## config.mk

```make
export PLATFORM = sky130hd
export DESIGN_NAME = ret_addr_stack
export DESIGN_NICKNAME = d
export VERILOG_FILES = /design/src/rtl/ret_addr_stack.sv
export SDC_FILE = /design/constraint.sdc
export NUM_CORES = 1
export LEC_CHECK = 0
export ABC_AREA = 0
export BUFFER_PORTS_ARGS = -buffer_cell sky130_fd_sc_hd__buf_2
export CELL_PAD_IN_SITES_DETAIL_PLACEMENT = 0
export CELL_PAD_IN_SITES_GLOBAL_PLACEMENT = 1
export CORE_MARGIN = 2
export CORE_UTILIZATION = 55
export CTS_BUF_LIST = sky130_fd_sc_hd__clkbuf_8
export CTS_CLUSTER_SIZE = 16
export DETAILED_ROUTE_END_ITERATION = 12
export PLACE_DENSITY = 0.92
export SYNTH_ARGS = -nofsm -noshare
export SYNTH_HDL_FRONTEND = slang
export SYNTH_SLANG_ARGS = --single-unit
```

## constraint.sdc

```tcl
create_clock -name clk -period 7.2 [get_ports clk]
set_clock_uncertainty 0.2 [all_clocks]
set_input_delay 0.72 -clock clk [delete_from_list [all_inputs] [get_ports clk]]
set_output_delay 0.72 -clock clk [all_outputs]
set_load 0.01 [all_outputs]
```

## src/rtl/ret_addr_stack.sv

```systemverilog
// ret_addr_stack: circular return address stack with flush and checkpoint restore.
//   clk, nreset       clock, synchronous active-low reset (clears ptr/count only)
//   enable            global hold when low (flush/restore included)
//   i_stall           blocks push/pop only
//   i_push/i_push_addr  push a return address (predicted call)
//   i_pop             pop the top entry (predicted return)
//   i_flush           empty the stack, ptr unchanged
//   i_restore/_ptr/_count  reload ptr and occupancy from a checkpoint
//   o_top_addr/o_top_valid  top of stack and non-empty flag
//   o_ptr/o_count     current ptr and occupancy, for checkpointing
module ret_addr_stack #(
    parameter int ADDR_WIDTH = 64,
    parameter int DEPTH_LOG2 = 3
) (
    input  logic                  clk,
    input  logic                  nreset,
    input  logic                  enable,
    input  logic                  i_stall,
    input  logic                  i_push,
    input  logic [ADDR_WIDTH-1:0] i_push_addr,
    input  logic                  i_pop,
    input  logic                  i_flush,
    input  logic                  i_restore,
    input  logic [DEPTH_LOG2-1:0] i_restore_ptr,
    input  logic [DEPTH_LOG2:0]   i_restore_count,
    output logic [ADDR_WIDTH-1:0] o_top_addr,
    output logic                  o_top_valid,
    output logic [DEPTH_LOG2-1:0] o_ptr,
    output logic [DEPTH_LOG2:0]   o_count
);
    localparam int DEPTH = 1 << DEPTH_LOG2;
    localparam logic [DEPTH_LOG2:0] FULL = (DEPTH_LOG2 + 1)'(DEPTH);
    logic [ADDR_WIDTH-1:0] entries [DEPTH];
    logic [DEPTH_LOG2-1:0] ptr, ptr_nxt, wr_idx;
    logic [DEPTH_LOG2:0]   count, count_nxt;
    logic nonempty, full, op_ok, do_push, do_pop, replace;
    assign nonempty = count != '0;
    assign full     = count == FULL;
    // flush and restore take the cycle, so any push/pop alongside is dropped
    assign op_ok    = enable & ~i_stall & ~i_flush & ~i_restore;
    assign do_push  = op_ok & i_push;
    assign do_pop   = op_ok & i_pop & nonempty;
    // push+pop on a non-empty stack rewrites the top in place
    assign replace  = do_push & do_pop;
    assign wr_idx   = replace ? ptr : ptr + 1'b1;
    always_comb begin
        ptr_nxt   = ptr;
        count_nxt = count;
        if (i_flush) begin
            count_nxt = '0;
        end else if (i_restore) begin
            ptr_nxt   = i_restore_ptr;
            count_nxt = i_restore_count > FULL ? FULL : i_restore_count;
        end else if (do_push && !replace) begin
            ptr_nxt   = ptr + 1'b1;
            count_nxt = full ? count : count + 1'b1;
        end else if (do_pop && !do_push) begin
            ptr_nxt   = ptr - 1'b1;
            count_nxt = count - 1'b1;
        end
    end
    always_ff @(posedge clk) begin
        if (!nreset) begin
            ptr   <= '0;
            count <= '0;
        end else if (enable) begin
            ptr   <= ptr_nxt;
            count <= count_nxt;
        end
    end
    // entries are not reset; the write is still suppressed during reset
    always_ff @(posedge clk) begin
        if (nreset && do_push)
            entries[wr_idx] <= i_push_addr;
    end
`ifndef SYNTHESIS
    // pushes that overwrote the oldest entry, for statistics
    logic [31:0] overflow_count;
    always_ff @(posedge clk) begin
        if (!nreset)
            overflow_count <= '0;
        else if (do_push && !replace && full)
            overflow_count <= overflow_count + 1'b1;
    end
`endif
    assign o_top_addr  = entries[ptr];
    assign o_top_valid = nonempty;
    assign o_ptr       = ptr;
    assign o_count     = count;
endmodule

```

======== Word-level counts from Yosys, hierarchy flattened ========
Memories as Yosys holds them, arrays and structs flattened. A register that Yosys moved wholly into a read port is not among the register bits.
Index checks and enable logic that the tools add are counted.
word-level totals
  word-level logic and storage cells ...... 44
  memories ................................ 1
  bits in writable memories ............... 512
  flip-flop bits (word level) ............. 7
  output and inout bits ................... 72
memories
  name     depth  width  rd ports  clocked after memory_dff  wr ports  line  text
  entries  8      64     1         1                         1         33    logic [ADDR_WIDTH-1:0] entries [DEPTH];
cells by class
  reductions and logical operators ........ 10
  $lt $le $gt $ge ......................... 1
  eq/ne operators ......................... 2
  muxes and demuxes ....................... 14
  bitwise logic cells ..................... 10
  add/sub/neg operators ................... 4
operator list
  kind                 number
  $mux 4               6
  $mux 3               6
  $reduce_bool 4->1    2
  $and 1x1->1          7
  $reduce_and 3->1     2
  $add 4x1->4 const B  1
  $eq 4x4->1 const B   1
  $gt 4x4->1 const B   1
  $ne 4x4->1 const B   1
  $sub 4x1->4 const B  1
  $add 3x1->3 const B  1
  $logic_and 1x1->1    3
  $not 1->1            3
  $reduce_bool 3->1    1
  $sub 3x1->3 const B  1
  $logic_not 1->1      2
  $mux 1               2

======== Depth between registers and ports, before layout ========
Gate-level depths: netlist of run 1.
  word-level depth ........................ 13
  gate-level depth with buffers ........... 11
  depth with buffers taken out ............ 10

======== Worst setup path before layout of run 1 ========
Ideal clock, no wire load.
  path kind ............................... input port to flip-flop
  start point ............................. input port i_flush
  end point ............................... memory entries[4][0] (enable)
  stages on the path ...................... 8
  buffers on the path ..................... 2
  arrival time ............................ 4.896 ns
  setup slack ............................. 1.617 ns
  setup time .............................. 0.486 ns
  cell sequence ........................... clkbuf_1 > nor4b_1 > and2_1 > ha_1 > buf_1 > xnor2_1 > nand3b_1 > nor2_1
between the ends
  word-level cells in the longest chain between the ends .. 7
  elaborated cells between the ends (all ways) .. 11
ends and longest elaborated chain
  item                                                     line    text
  start, declared                                          22      input logic i_flush,
  $not 1->1 (no source line) *                             --
  $and 1x1->1 * (2 in a row)                               40      assign op_ok = enable & ~i_stall & ~i_flush & ~i_restore;
  $and 1x1->1 (on tied branches)                           42, 41
  $and 1x1->1 / $logic_and 1x1->1 (equally long branches)  42, 73
  $and 1x1->1 / $mux 1 (equally long branches)             44, 73
  $mux 3 / $mux 1 (equally long branches)                  45, 74
  end, declared                                            33
Every way passes the cells marked *; elsewhere a longest branch is shown, timed or not.

==> results of run 1 <==
[per-stage QoR]
step	area [um2]	total power, mW	utilization [%]	hold slack [ps]
after floorplan	20040	3.591	-	344.5
after global placement	21280	3.706	59.54	327.0
after detailed placement	21280	3.713	59.54	336.1
after CTS	22750	5.949	63.65	137.8
after global routing	22760	6.093	63.67	148.6
final	22760	5.889	63.68	178.1
[power groups by stage]
stage	combinational, mW	sequential [mW]	clock (mW)
finish	0.280	3.37	2.24
global route	0.303	3.37	2.42
CTS	0.283	3.37	2.30
detailed placement	0.282	3.43	0
global placement	0.275	3.43	0
floorplan	0.181	3.41	0
[synth_stat cells (5+ instances only)]
cell type / instances
a21oi_1: 6
buf_1: 11
buf_6: 12
clkbuf_1: 12
dfxtp_1: 10
edfxtp_1: 512
ha_1: 8
inv_1: 9
mux2_2: 64
mux4_2: 128
nand2_1: 9
nand3_1: 5
nor2_1: 12
[final timing paths]
check | end | cells after the start
setup / recovery | o_top_addr[30] | 4
hold / removal | entries[3][27]$_DFFE_PP_ | 1
setup reg to reg | entries[4][15]$_DFFE_PP_ | 9
hold reg to reg | o_count[1]$_SDFFE_PN0P_ | 2
[critical path: stages, from the launching register on]
cell	delay, ps
dfxtp_4	810
buf_4	1010
mux4_2	440
mux2_2	320
buf_2	150
[area by class of cell]
| cell class | count | share of cell area, % |
|---|---|---|
| flip-flops and latches | 522 | 68.48 |
| clock buffers | 84 | 5.079 |
| clock inverters | 58 | 1.374 |
| repair buffers | 161 | 3.716 |
| inverters | 9 | 0.1484 |
| multi-input cells | 276 | 18.61 |
| diodes | 5 | 0.05497 |
| well taps | 461 | 2.534 |
[sequential cells by signal, summed over array words and instances (netlist names), named ones only]
name	flops
o_ptr	3
o_count	4
entries	512
[cell families (layout without fill, tap and decap cells)]
kind of cell | Yosys count | after routing | synth area share, %
AO/OA/AOI/OAI | 28 | 28 | 1.030
XOR/XNOR | 5 | 5 | 0.2185
adder cells (fa/ha/maj) | 8 | 8 | 0.4995
buffers and inverters | 50 | 312 | 1.448
flip-flops | 522 | 522 | 77.71
multiplexers | 193 | 193 | 18.03
other | 0 | 5 | 0
AND/OR/NAND/NOR | 42 | 42 | 1.061
[cells in the final DEF (no fill, tap or decap), types with 6 or more instances in the layout]
| cell | n |
|---|---|
| buf_2 | 150 |
| mux2_2 | 64 |
| edfxtp_1 | 512 |
| inv_1 | 31 |
| dfxtp_1 | 7 |
| mux4_2 | 128 |
| clkinv_2 | 10 |
| ha_1 | 8 |
| nand2_1 | 9 |
| clkbuf_8 | 84 |
| nor2_4 | 8 |
| a21oi_1 | 6 |
| clkinv_1 | 19 |
| buf_4 | 10 |
[routing by layer]
layer	wire length, um	vias to the layer above
li1	-	4021
met1	15400	4799
met2	20030	343
met3	2623	63
met4	769	4
met5	32	-
==> metrics.md, run 1 <==
| Metric | Value |
|---|---|
| Die H | 194.9 um |
| Prevailing post-synth register cell | edfxtp_1 |
| CTS root buf | clkbuf_8 |
| FFs w/ async S/R, synth | 0% |
| Share of the synthesized area in the top cell type | 76.71% |
| Fin. max-slew vios | 0 |
| Area of the multi-input gates | 0.004237 mm2 |
| Psw | 1.255 mW |
| Die Wd | 194.9 um |
| Global Route Usage Sum | 21.13% |
| Syn nets | 935 |
| DRC viols | 0 |
| Initial Util | 56.07% |
| I/O pin count | 151 |
| Synth area leader | edfxtp_1 |
| Flop pwr share | 57.2% |
| Clock slew at reported path FFs | 60 ps |
| Non-Filler Instances | 1576 |
| Internal cell power | 4.635 mW |
| Layout cells sized above 1 | 42.07% |
| Antenna violations before repair | 8 |
| # fillers | 2312 |
| Setup TNS | 0 ps |
| TritonCTS clock tree | done |
| Final Hold Vio Count | 0 |
| Cts bufs inserted | 81 |
| Distinct cell type count of the synthesized netlist | 45 |
| CP Max Fanout | 80 |
| FMAX | 229.5 MHz |
| Worst slew pin tran | 1212 ps |
| Largest net degree at the start of global routing | 95 |
| FP Rows | 69 |
| Switching Share | 21.31% |
| First-pass GRT wire length | 59420 um |
| Routed via count | 9230 |
| VDD IR max | 0.2119 mV |
| Setup bufs post-CTS | 0 |
| Final HPWL DP | 21760 um |
| Post-synth EDFFs | 512 |
| Logic pwr share | 4.8% |
| Vias in the first global route | 9963 |
| Placed cell count | 1429 |
| Flops & latches, synth | 522 |
| Core ar. | 0.03574 mm2 |
| Syn_area_per_cell | 23.63 um2 |
| Hold Startpoint | i_push_addr[27] |
| Worst Hold Class | in2reg |
| R2R Setup Slk | 3080 ps |
| CP endpoint kind | output pin |
| Overflow after GRT | 0 |
| Die area | 0.03798 mm2 |
| Clock net sink count | 522 |
| Gr busiest metal | met2 |
| Detailed Routing Iterations Pass 1 | 5 |
| Power per Cell Area | 258.8 mW/mm2 |
| M3 GR Usage | 4.720% |
| Met1 Use GR | 27.82% |
| Synth area leaders | edfxtp_1 (77%), mux4_2 (14%), mux2_2 (3.6%), dfxtp_1 (1.0%), buf_6 (0.67%) |
| Pre-CTS setup slack | 2683 ps |
| Critical Path RT | 6280 ps |
| Hold_buf cts | 0 |
| Max-Cap Viols | 0 |
| Post-synthesis sequential area ratio | 77.71% |
| Later-pin clock latency in the skew report | 610 ps |
| # nets final | 1138 |
| Startpoint types | register |
| Routed length per instance | 24.65 um |
| PostCTS Resize Cnt | 0 |
| Clk buf depth | 3 |
| Final WS setup | 2843 ps |
| DRT Wirelength | 38850 um |
| Pleak | 7.320 nW |
| GR Util met2 | 35.24% |
| Cell Area, Synth | 0.02004 mm2 |
| Initial drt markers | 872 |
| Routability cong. | 0.7921 |
| IO Port Bufs | 150 |
| Fin crit share | 60.51% |
| Storage element area | 0.01559 mm2 |
| Synth Warn # | 0 |
| Crit path time final | 4357 ps |
| CP Data Arrival Time | 3440 ps |
| H-tree level count | 3 |
| Final setup fails | 0 |
| Vias per std cell | 5.857 |
| Unrepaired setup endpoints after global routing | false |
| Area grow syn2layout | 13.57% |
| Critical path class | reg2out |
| Antenna Nets Post-Route | 0 |
| Synth Instances | 848 |
| FF-to-FF Start | o_count[0]$_SDFFE_PN0P_ |
| Outcome | finished, final reports clean |
| Slew headroom | 19.17% |
| Clk network pwr share | 38.1% |
Note: power is estimated with default switching activity, not from simulation.
==> run 2: changes to the inputs <==
--- a/config.mk
+++ b/config.mk
@@ -5,16 +5,16 @@
 export SDC_FILE = /design/constraint.sdc
 export NUM_CORES = 1
 export LEC_CHECK = 0
-export ABC_AREA = 0
+export ABC_AREA = 1
 export BUFFER_PORTS_ARGS = -buffer_cell sky130_fd_sc_hd__buf_2
 export CELL_PAD_IN_SITES_DETAIL_PLACEMENT = 0
 export CELL_PAD_IN_SITES_GLOBAL_PLACEMENT = 1
 export CORE_MARGIN = 2
-export CORE_UTILIZATION = 55
+export CORE_UTILIZATION = 51
 export CTS_BUF_LIST = sky130_fd_sc_hd__clkbuf_8
 export CTS_CLUSTER_SIZE = 16
 export DETAILED_ROUTE_END_ITERATION = 12
-export PLACE_DENSITY = 0.92
+export PLACE_DENSITY = 0.91
 export SYNTH_ARGS = -nofsm -noshare
 export SYNTH_HDL_FRONTEND = slang
 export SYNTH_SLANG_ARGS = --single-unit
==> constraint.sdc (replaced) <==
create_clock -name clk -period 4.2 [get_ports clk]
set_clock_uncertainty 0.2 [all_clocks]
set_input_delay 0.42 -clock clk [delete_from_list [all_inputs] [get_ports clk]]
set_output_delay 0.42 -clock clk [all_outputs]
set_load 0.01 [all_outputs]
==> metrics.md, run 2 <==
| Metric | Value |
|---|---|
| Clock slew at reported path FFs | 60 ps (about the same) |
| Most common cell after layout, fill and taps aside | edfxtp_1 (unchanged) |
| CP endpoint kind | output pin (unchanged) |
| Worst Hold Class | in2reg (unchanged) |
| Initial drt markers | 1290 (was 872) |
| Vias in the first global route | 13540 (was 9963) |
| Detailed Routing Iterations Pass 1 | 5 (unchanged) |
| Antenna Nets Post-Route | 0 (unchanged) |
| Routability cong. | 0.8013 (was 0.7921) |
| Routed length per instance | 19.23 um (was 24.65 um) |
| DRT Wirelength | 46350 um (was 38850 um) |
| Initial Util | 51.75% (was 56.07%) |
| Biggest register | entries (unchanged) |
| Cts bufs inserted | 85 (was 81) |
| Final Hold Vio Count | 0 (unchanged) |
| TritonCTS clock tree | done (unchanged) |
| Clock net sink count | 522 (unchanged) |
| Max-Cap Viols | 0 (unchanged) |
| Die Wd | 205.0 um (was 194.9 um) |
| Fin. max-slew vios | 0 (unchanged) |
| First-pass GRT wire length | 72150 um (was 59420 um) |
| Final HPWL DP | 25180 um (was 21760 um) |
| FMAX | 264.0 MHz |
| Clk buf depth | 3 (unchanged) |
| H-tree level count | 3 (unchanged) |
| Synth area leader | edfxtp_1 (unchanged) |
| IO Port Bufs | 150 (unchanged) |
| # nets final | 1907 (was 1138) |
| Prevailing post-synth register cell | edfxtp_1 (unchanged) |
| Cell Area, Synth | 0.02061 mm2 (was 0.02004 mm2) |
| VDD IR max | 0.2390 mV (was 0.2119 mV) |
| I/O pin count | 151 (unchanged) |
| Hold_buf cts | 76 (was 0) |
| Share of the synthesized area in the top cell type | 74.60% (was 76.71%) |
| Setup TNS | 0 ps (unchanged) |
| Critical Path RT | 3580 ps (was 6280 ps) |
| Setup bufs post-CTS | 0 (unchanged) |
| Die H | 205.0 um (was 194.9 um) |
| Syn_area_per_cell | 13.03 um2 (was 23.63 um2) |
| Flops & latches, synth | 522 (unchanged) |
| Distinct cell type count of the synthesized netlist | 26 (was 45) |
| CP Data Arrival Time | 3170 ps (was 3440 ps) |
| Outcome | finished, final reports clean (unchanged) |
| Post-synthesis sequential area ratio | 75.57% (was 77.71%) |
| Largest net degree at the start of global routing | 205 (was 95) |
| Most common cell in the netlist | edfxtp_1 (unchanged) |
| Critical path class | reg2out (unchanged) |
| Vias per std cell | 5.594 (was 5.857) |
| Routed via count | 13490 (was 9230) |
| Total Power | 10.78 mW (was 5.889 mW) |
| Non-Filler Instances | 2411 (was 1576) |
| Layout cells sized above 1 | 15.86% (was 42.07%) |
| PostCTS Resize Cnt | 0 (unchanged) |
| Crit path time final | 3789 ps |
| Later-pin clock latency in the skew report | 640 ps (was 610 ps) |
| Area grow syn2layout | 18.07% (was 13.57%) |
| Synth Instances | 1582 (was 848) |
| Power per Cell Area | 443.1 mW/mm2 (was 258.8 mW/mm2) |
| Overflow after GRT | 0 (unchanged) |
| Synth area leaders | edfxtp_1 (75%), nor2_1 (7.4%), o32ai_1 (5.4%), nand2_1 (4.2%), o21ai_0 (3.3%) (was edfxtp_1 (77%), mux4_2 (14%), mux2_2 (3.6%), dfxtp_1 (1.0%), buf_6 (0.67%)) |
| Post-synth EDFFs | 512 (unchanged) |
| Antenna violations before repair | 1 (was 8) |
| Util after Layout | 61.11% (was 63.68%) |
| Most frequent cells after synthesis | edfxtp_1 (512), nor2_1 (408), nand2_1 (229) (was edfxtp_1 (512), mux4_2 (128), mux2_2 (64)) |
| Final hold slack | 53.61 ps (was 178.1 ps) |
| CTS root buf | clkbuf_8 (unchanged) |
| Max reg flops | 512 (unchanged) |
| Fin crit share | 90.20% |
| Placed cell count | 2182 (was 1429) |
| Slew headroom | 30.00% (was 19.17%) |
| Final setup fails | 0 (unchanged) |
| Global Route Usage Sum | 22.09% (was 21.13%) |
| Unrepaired setup endpoints after global routing | false (unchanged) |
| Commonest non-fill, non-tap cells in the layout | edfxtp_1 (512), nor2_1 (400), nand2_1 (229) (was edfxtp_1 (512), buf_2 (150), mux4_2 (128)) |
| DRC viols | 0 (unchanged) |
| Worst slew pin tran | 1050 ps (was 1212 ps) |
| FP Rows | 73 (was 69) |
| Syn nets | 1669 (was 935) |
| Core ar. | 0.03982 mm2 (was 0.03574 mm2) |
| Die area | 0.04204 mm2 (was 0.03798 mm2) |
| Startpoint types | register (unchanged) |
| Synth Warn # | 0 (unchanged) |
| Pleak | 8.658 nW (was 7.320 nW) |
| FFs w/ async S/R, synth | 0% (unchanged) |
| CP Max Fanout | 204 (was 80) |
-- run 2: cell types whose count changed in the layout (fill, tap and decap cells not counted), sizes merged, moves of 6 or more --
cell	before	now
o32ai	0	128
clkbuf	84	90
nor2	12	408
o21ai	4	136
buf	161	173
mux2	64	0
dlygate4sd3	0	76
nand2	9	229
mux4	128	0
inv	33	55
-- run 2: routing by layer --
metal	routed length, um	vias up	GRT usage, %
li1	-	6242	-
met1	20050	6658	30.16
met2	22250	509	35.80
met3	3225	79	4.613
met4	829	0	6.912
met5	0	-	0
-- run 2: cell families after synthesis --
| logic type | count (synthesis) | share of synthesized area, % |
|---|---|---|
| buf+inv | 126 | 2.872 |
| fa+ha+maj | 8 | 0.4857 |
| compound gates | 275 | 9.027 |
| flops | 522 | 75.57 |
| simple gates | 647 | 11.87 |
| xor+xnor | 4 | 0.1700 |
-- run 2: worst paths after layout --
kind / cells after the start / slack (ps) / start / end
max: 6 / 410 / register / o_top_addr[41]
min: 7 / 50 / i_restore_count[2] / o_count[2]$_SDFFE_PN0P_
max reg2reg: 10 / 1000 / o_count[0]$_SDFFE_PN0P_ / entries[6][54]$_DFFE_PP_
min reg2reg: 2 / 350 / o_count[3]$_SDFFE_PN0P_ / o_count[3]$_SDFFE_PN0P_
-- run 2: power by group --
group / internal [mW] / leakage, nW / total, mW / switching [mW]
logic: 0.259 / 3.04 / 0.715 / 0.456
registers: 5.73 / 4.69 / 5.75 / 0.0232
clock network: 2.36 / 0.937 / 4.32 / 1.96
-- run 2: worst max-delay path, stage by stage, from the launching register on --
cell,delay [ps]
dfxtp_4,720
buf_12,550
nor2_1,120
o32ai_1,310
nand2_1,90
nand2_1,240
buf_2,180
-- run 2: per-stage QoR --
stage          setup slack [ps]  area [um2]
2_1_floorplan            -875.3       20620
3_5_place_dp              873.8       21900
5_1_grt                   271.5       24330
6_report                  411.4       24330
4_1_cts                   461.9       24330
3_3_place_gp              930.2       21900
-- run 2: final cells by class --
| type | instances | area (um2) |
|---|---|---|
| flip-flops and latches | 522 | 15580 |
| fillers | 3048 | 15490 |
| multi-input cells | 934 | 4503 |
| repair buffers | 249 | 1809 |
| clock buffers | 90 | 1239 |
| well taps | 525 | 656.9 |
| clock inverters | 62 | 427.9 |
| inverters | 28 | 112.6 |
| diodes | 1 | 2.502 |
==> run 3: changes to the inputs <==
--- a/config.mk
+++ b/config.mk
@@ -11,7 +11,7 @@
 export CELL_PAD_IN_SITES_GLOBAL_PLACEMENT = 1
 export CORE_MARGIN = 2
 export CORE_UTILIZATION = 51
-export CTS_BUF_LIST = sky130_fd_sc_hd__clkbuf_8
+export CTS_BUF_LIST = sky130_fd_sc_hd__clkbuf_2
 export CTS_CLUSTER_SIZE = 16
 export DETAILED_ROUTE_END_ITERATION = 12
 export PLACE_DENSITY = 0.91
==> metrics.md, run 3 (synthesis gave the netlist of run 2 again) <==
| Metric | Value |
|---|---|
| FP Rows | 73 (unchanged) |
| Later-pin clock latency in the skew report | 1040 ps (was 640 ps) |
| Slowest cell on crit path | dfxtp_4 (unchanged) |
| Biggest register | entries (unchanged) |
| Die area | 0.04204 mm2 (unchanged) |
| CP endpoint kind | output pin (unchanged) |
| Overflow after GRT | 0 (unchanged) |
| H-tree level count | 4 (was 3) |
| Layout cells sized above 1 | 18.64% (was 15.86%) |
| FMAX | 253.7 MHz (was 264.0 MHz) |
| Startpoint types | register (unchanged) |
| Switching Share | 24.77% (was 22.62%) |
| # nets final | 2035 (was 1907) |
| Crit path time final | 3942 ps (was 3789 ps) |
| Commonest non-fill, non-tap cells in the layout | edfxtp_1 (512), nor2_1 (400), nand2_1 (229) (unchanged) |
| I/O pin count | 151 (unchanged) |
| Placement Cell Area | 0.02190 mm2 (unchanged) |
| Final setup fails | 0 (unchanged) |
| Die Wd | 205.0 um (unchanged) |
| CP Data Arrival Time | 3320 ps (was 3170 ps) |
| WP buf/inv | 2 (unchanged) |
| Psw | 2.455 mW (was 2.440 mW) |
| Routability cong. | 0.8013 (unchanged) |
| Routed length per instance | 18.94 um (was 19.23 um) |
| Worst Hold Class | in2reg (unchanged) |
| Slew headroom | 41.54% (was 30.00%) |
| Critical path class | reg2out (unchanged) |
| VDD IR max | 0.2030 mV (was 0.2390 mV) |
| Critical Path Most Common Cell | nand2_1 (unchanged) |
| Internal cell power | 7.458 mW (was 8.343 mW) |
| Pleak | 8.939 nW (was 8.658 nW) |
| Unrepaired setup endpoints after global routing | false (unchanged) |
| Logic pwr share | 7.9% (was 6.6%) |
| # fillers | 3106 (was 3048) |
| Clock net sink count | 522 (unchanged) |
| Largest net degree at the start of global routing | 205 (unchanged) |
| IO Port Bufs | 150 (unchanged) |
| Placed cell count | 2182 (unchanged) |
| Power per Cell Area | 401.3 mW/mm2 (was 443.1 mW/mm2) |
| Util after Layout | 62.04% (was 61.11%) |
| Final Hold Vio Count | 0 (unchanged) |
| Antenna violations before repair | 3 (was 1) |
| Vias in the first global route | 14360 (was 13540) |
| DRT Wirelength | 48420 um (was 46350 um) |
| Initial drt markers | 1344 (was 1290) |
| Die H | 205.0 um (unchanged) |
| First-pass GRT wire length | 74560 um (was 72150 um) |
| Routed via count | 14130 (was 13490) |
| Most common cell after layout, fill and taps aside | edfxtp_1 (unchanged) |
| Core ar. | 0.03982 mm2 (unchanged) |
| TritonCTS clock tree | done (unchanged) |
| Finished Cell Area | 0.02471 mm2 (was 0.02433 mm2) |
| CP Max Fanout | 102 (was 204) |
| Max incr delay on CP | 800 ps (was 720 ps) |
| Fin crit share | 93.85% (was 90.20%) |
| Area grow syn2layout | 19.88% (was 18.07%) |
| Max reg flops | 512 (unchanged) |
| Detailed Routing Iterations Pass 1 | 7 (was 5) |
| Global Route Usage Sum | 22.90% (was 22.09%) |
| Fin. max-slew vios | 0 (unchanged) |
| Outcome | finished, final reports clean (unchanged) |
| Max-Cap Viols | 0 (unchanged) |
| Worst path cell trace | buf_16 -> nor2_1 -> o32ai_1 -> nand2_1 -> nand2_1 -> buf_2 (was buf_12 -> nor2_1 -> o32ai_1 -> nand2_1 -> nand2_1 -> buf_2) |
| Worst slew pin tran | 876.9 ps (was 1050 ps) |
| Crit-path leading delay family | flip-flops (was buffers and inverters) |
| Initial Util | 51.75% (unchanged) |
| Clk buf depth | 3 (unchanged) |
| Antenna Nets Post-Route | 0 (unchanged) |
| Clock slew at reported path FFs | 90 ps (was 60 ps) |
| CTS root buf | clkbuf_2 (was clkbuf_8) |
| Vias per std cell | 5.527 (was 5.594) |
| Final HPWL DP | 25180 um (unchanged) |
| Clk network pwr share | 34.1% (was 40.0%) |
| Critical Path RT | 3580 ps (about the same) |
| DRC viols | 0 (unchanged) |
| Non-Filler Instances | 2557 (was 2411) |
| Cts bufs inserted | 131 (was 85) |
| Flop pwr share | 57.9% (was 53.3%) |
[run 3: metrics by stage]
step	hold WS (ps)	power (mW)	setup WS, ps	setup TNS (ps)
after floorplan	318.9	6.237	-875.3	-224070
after global placement	315.1	6.496	930.2	0
after detailed placement	328.1	6.514	873.8	0
after CTS	3.689	9.963	30.19	0
after global routing	5.852	10.32	26.54	0
final	51.48	9.914	258.1	0
[run 3: worst reg2reg max path, cell delays in order (launching register included)]
cell	delay [ps]
dfxtp_1	460
nor4_1	90
inv_1	80
nand4_1	140
ha_1	270
inv_1	60
nand2_1	50
and2_1	180
ha_1	270
a22oi_1	160
dlygate4sd3_1	570
nand2_1	50
dlygate4sd3_1	550
nand2_1	60
nor2_1	40
dlygate4sd3_1	540
[run 3: repair_timing]
item,in CTS,in global routing
endpoints found under the setup margin,0,47
hold endpoints to repair,522,0
hold buffers,157,0
gates resized for setup,0,3
buffers inserted,0,0
[run 3: layout make-up]
cell class                 instances  area [um2]  share of cell area, %
timing repair buffer             331        2653                  10.74
clock buffer                     173       865.8                  3.505
clock inverter                    40       312.8                  1.266
tap                              525       656.9                  2.659
inverter                          28       121.4                 0.4912
multi-input combinational        934        4503                  18.23
antenna                            4       10.01                0.04051
sequential                       522       15580                  63.08
[run 3: power groups by stage]
stage	logic, mW	clock network [mW]	registers, mW
after floorplan	0.386	0	5.85
after global placement	0.637	0	5.86
after detailed placement	0.653	0	5.86
after CTS	0.778	3.44	5.74
after global routing	0.864	3.71	5.75
final	0.787	3.38	5.74
[run 3: path summary, 6_finish.rpt]
check	from	endpoint	slack [ps]	cells past startpoint
hold reg to reg	o_ptr[2]$_SDFFE_PN0P_	register	400	2
setup reg to reg	o_count[1]$_SDFFE_PN0P_	o_count[1]$_SDFFE_PN0P_	320	15
setup / recovery	register	o_top_addr[42]	260	6
hold / removal	i_push_addr[38]	entries[3][38]$_DFFE_PP_	50	2
[run 3: metal layers]
metal  up-vias  GRT usage (%)  wire length, um
li1       6569              -                -
met1      6912          30.59            20560
met2       577          37.03            23390
met3        75          5.647             3692
met4         0          7.580              770
met5         -              0                0
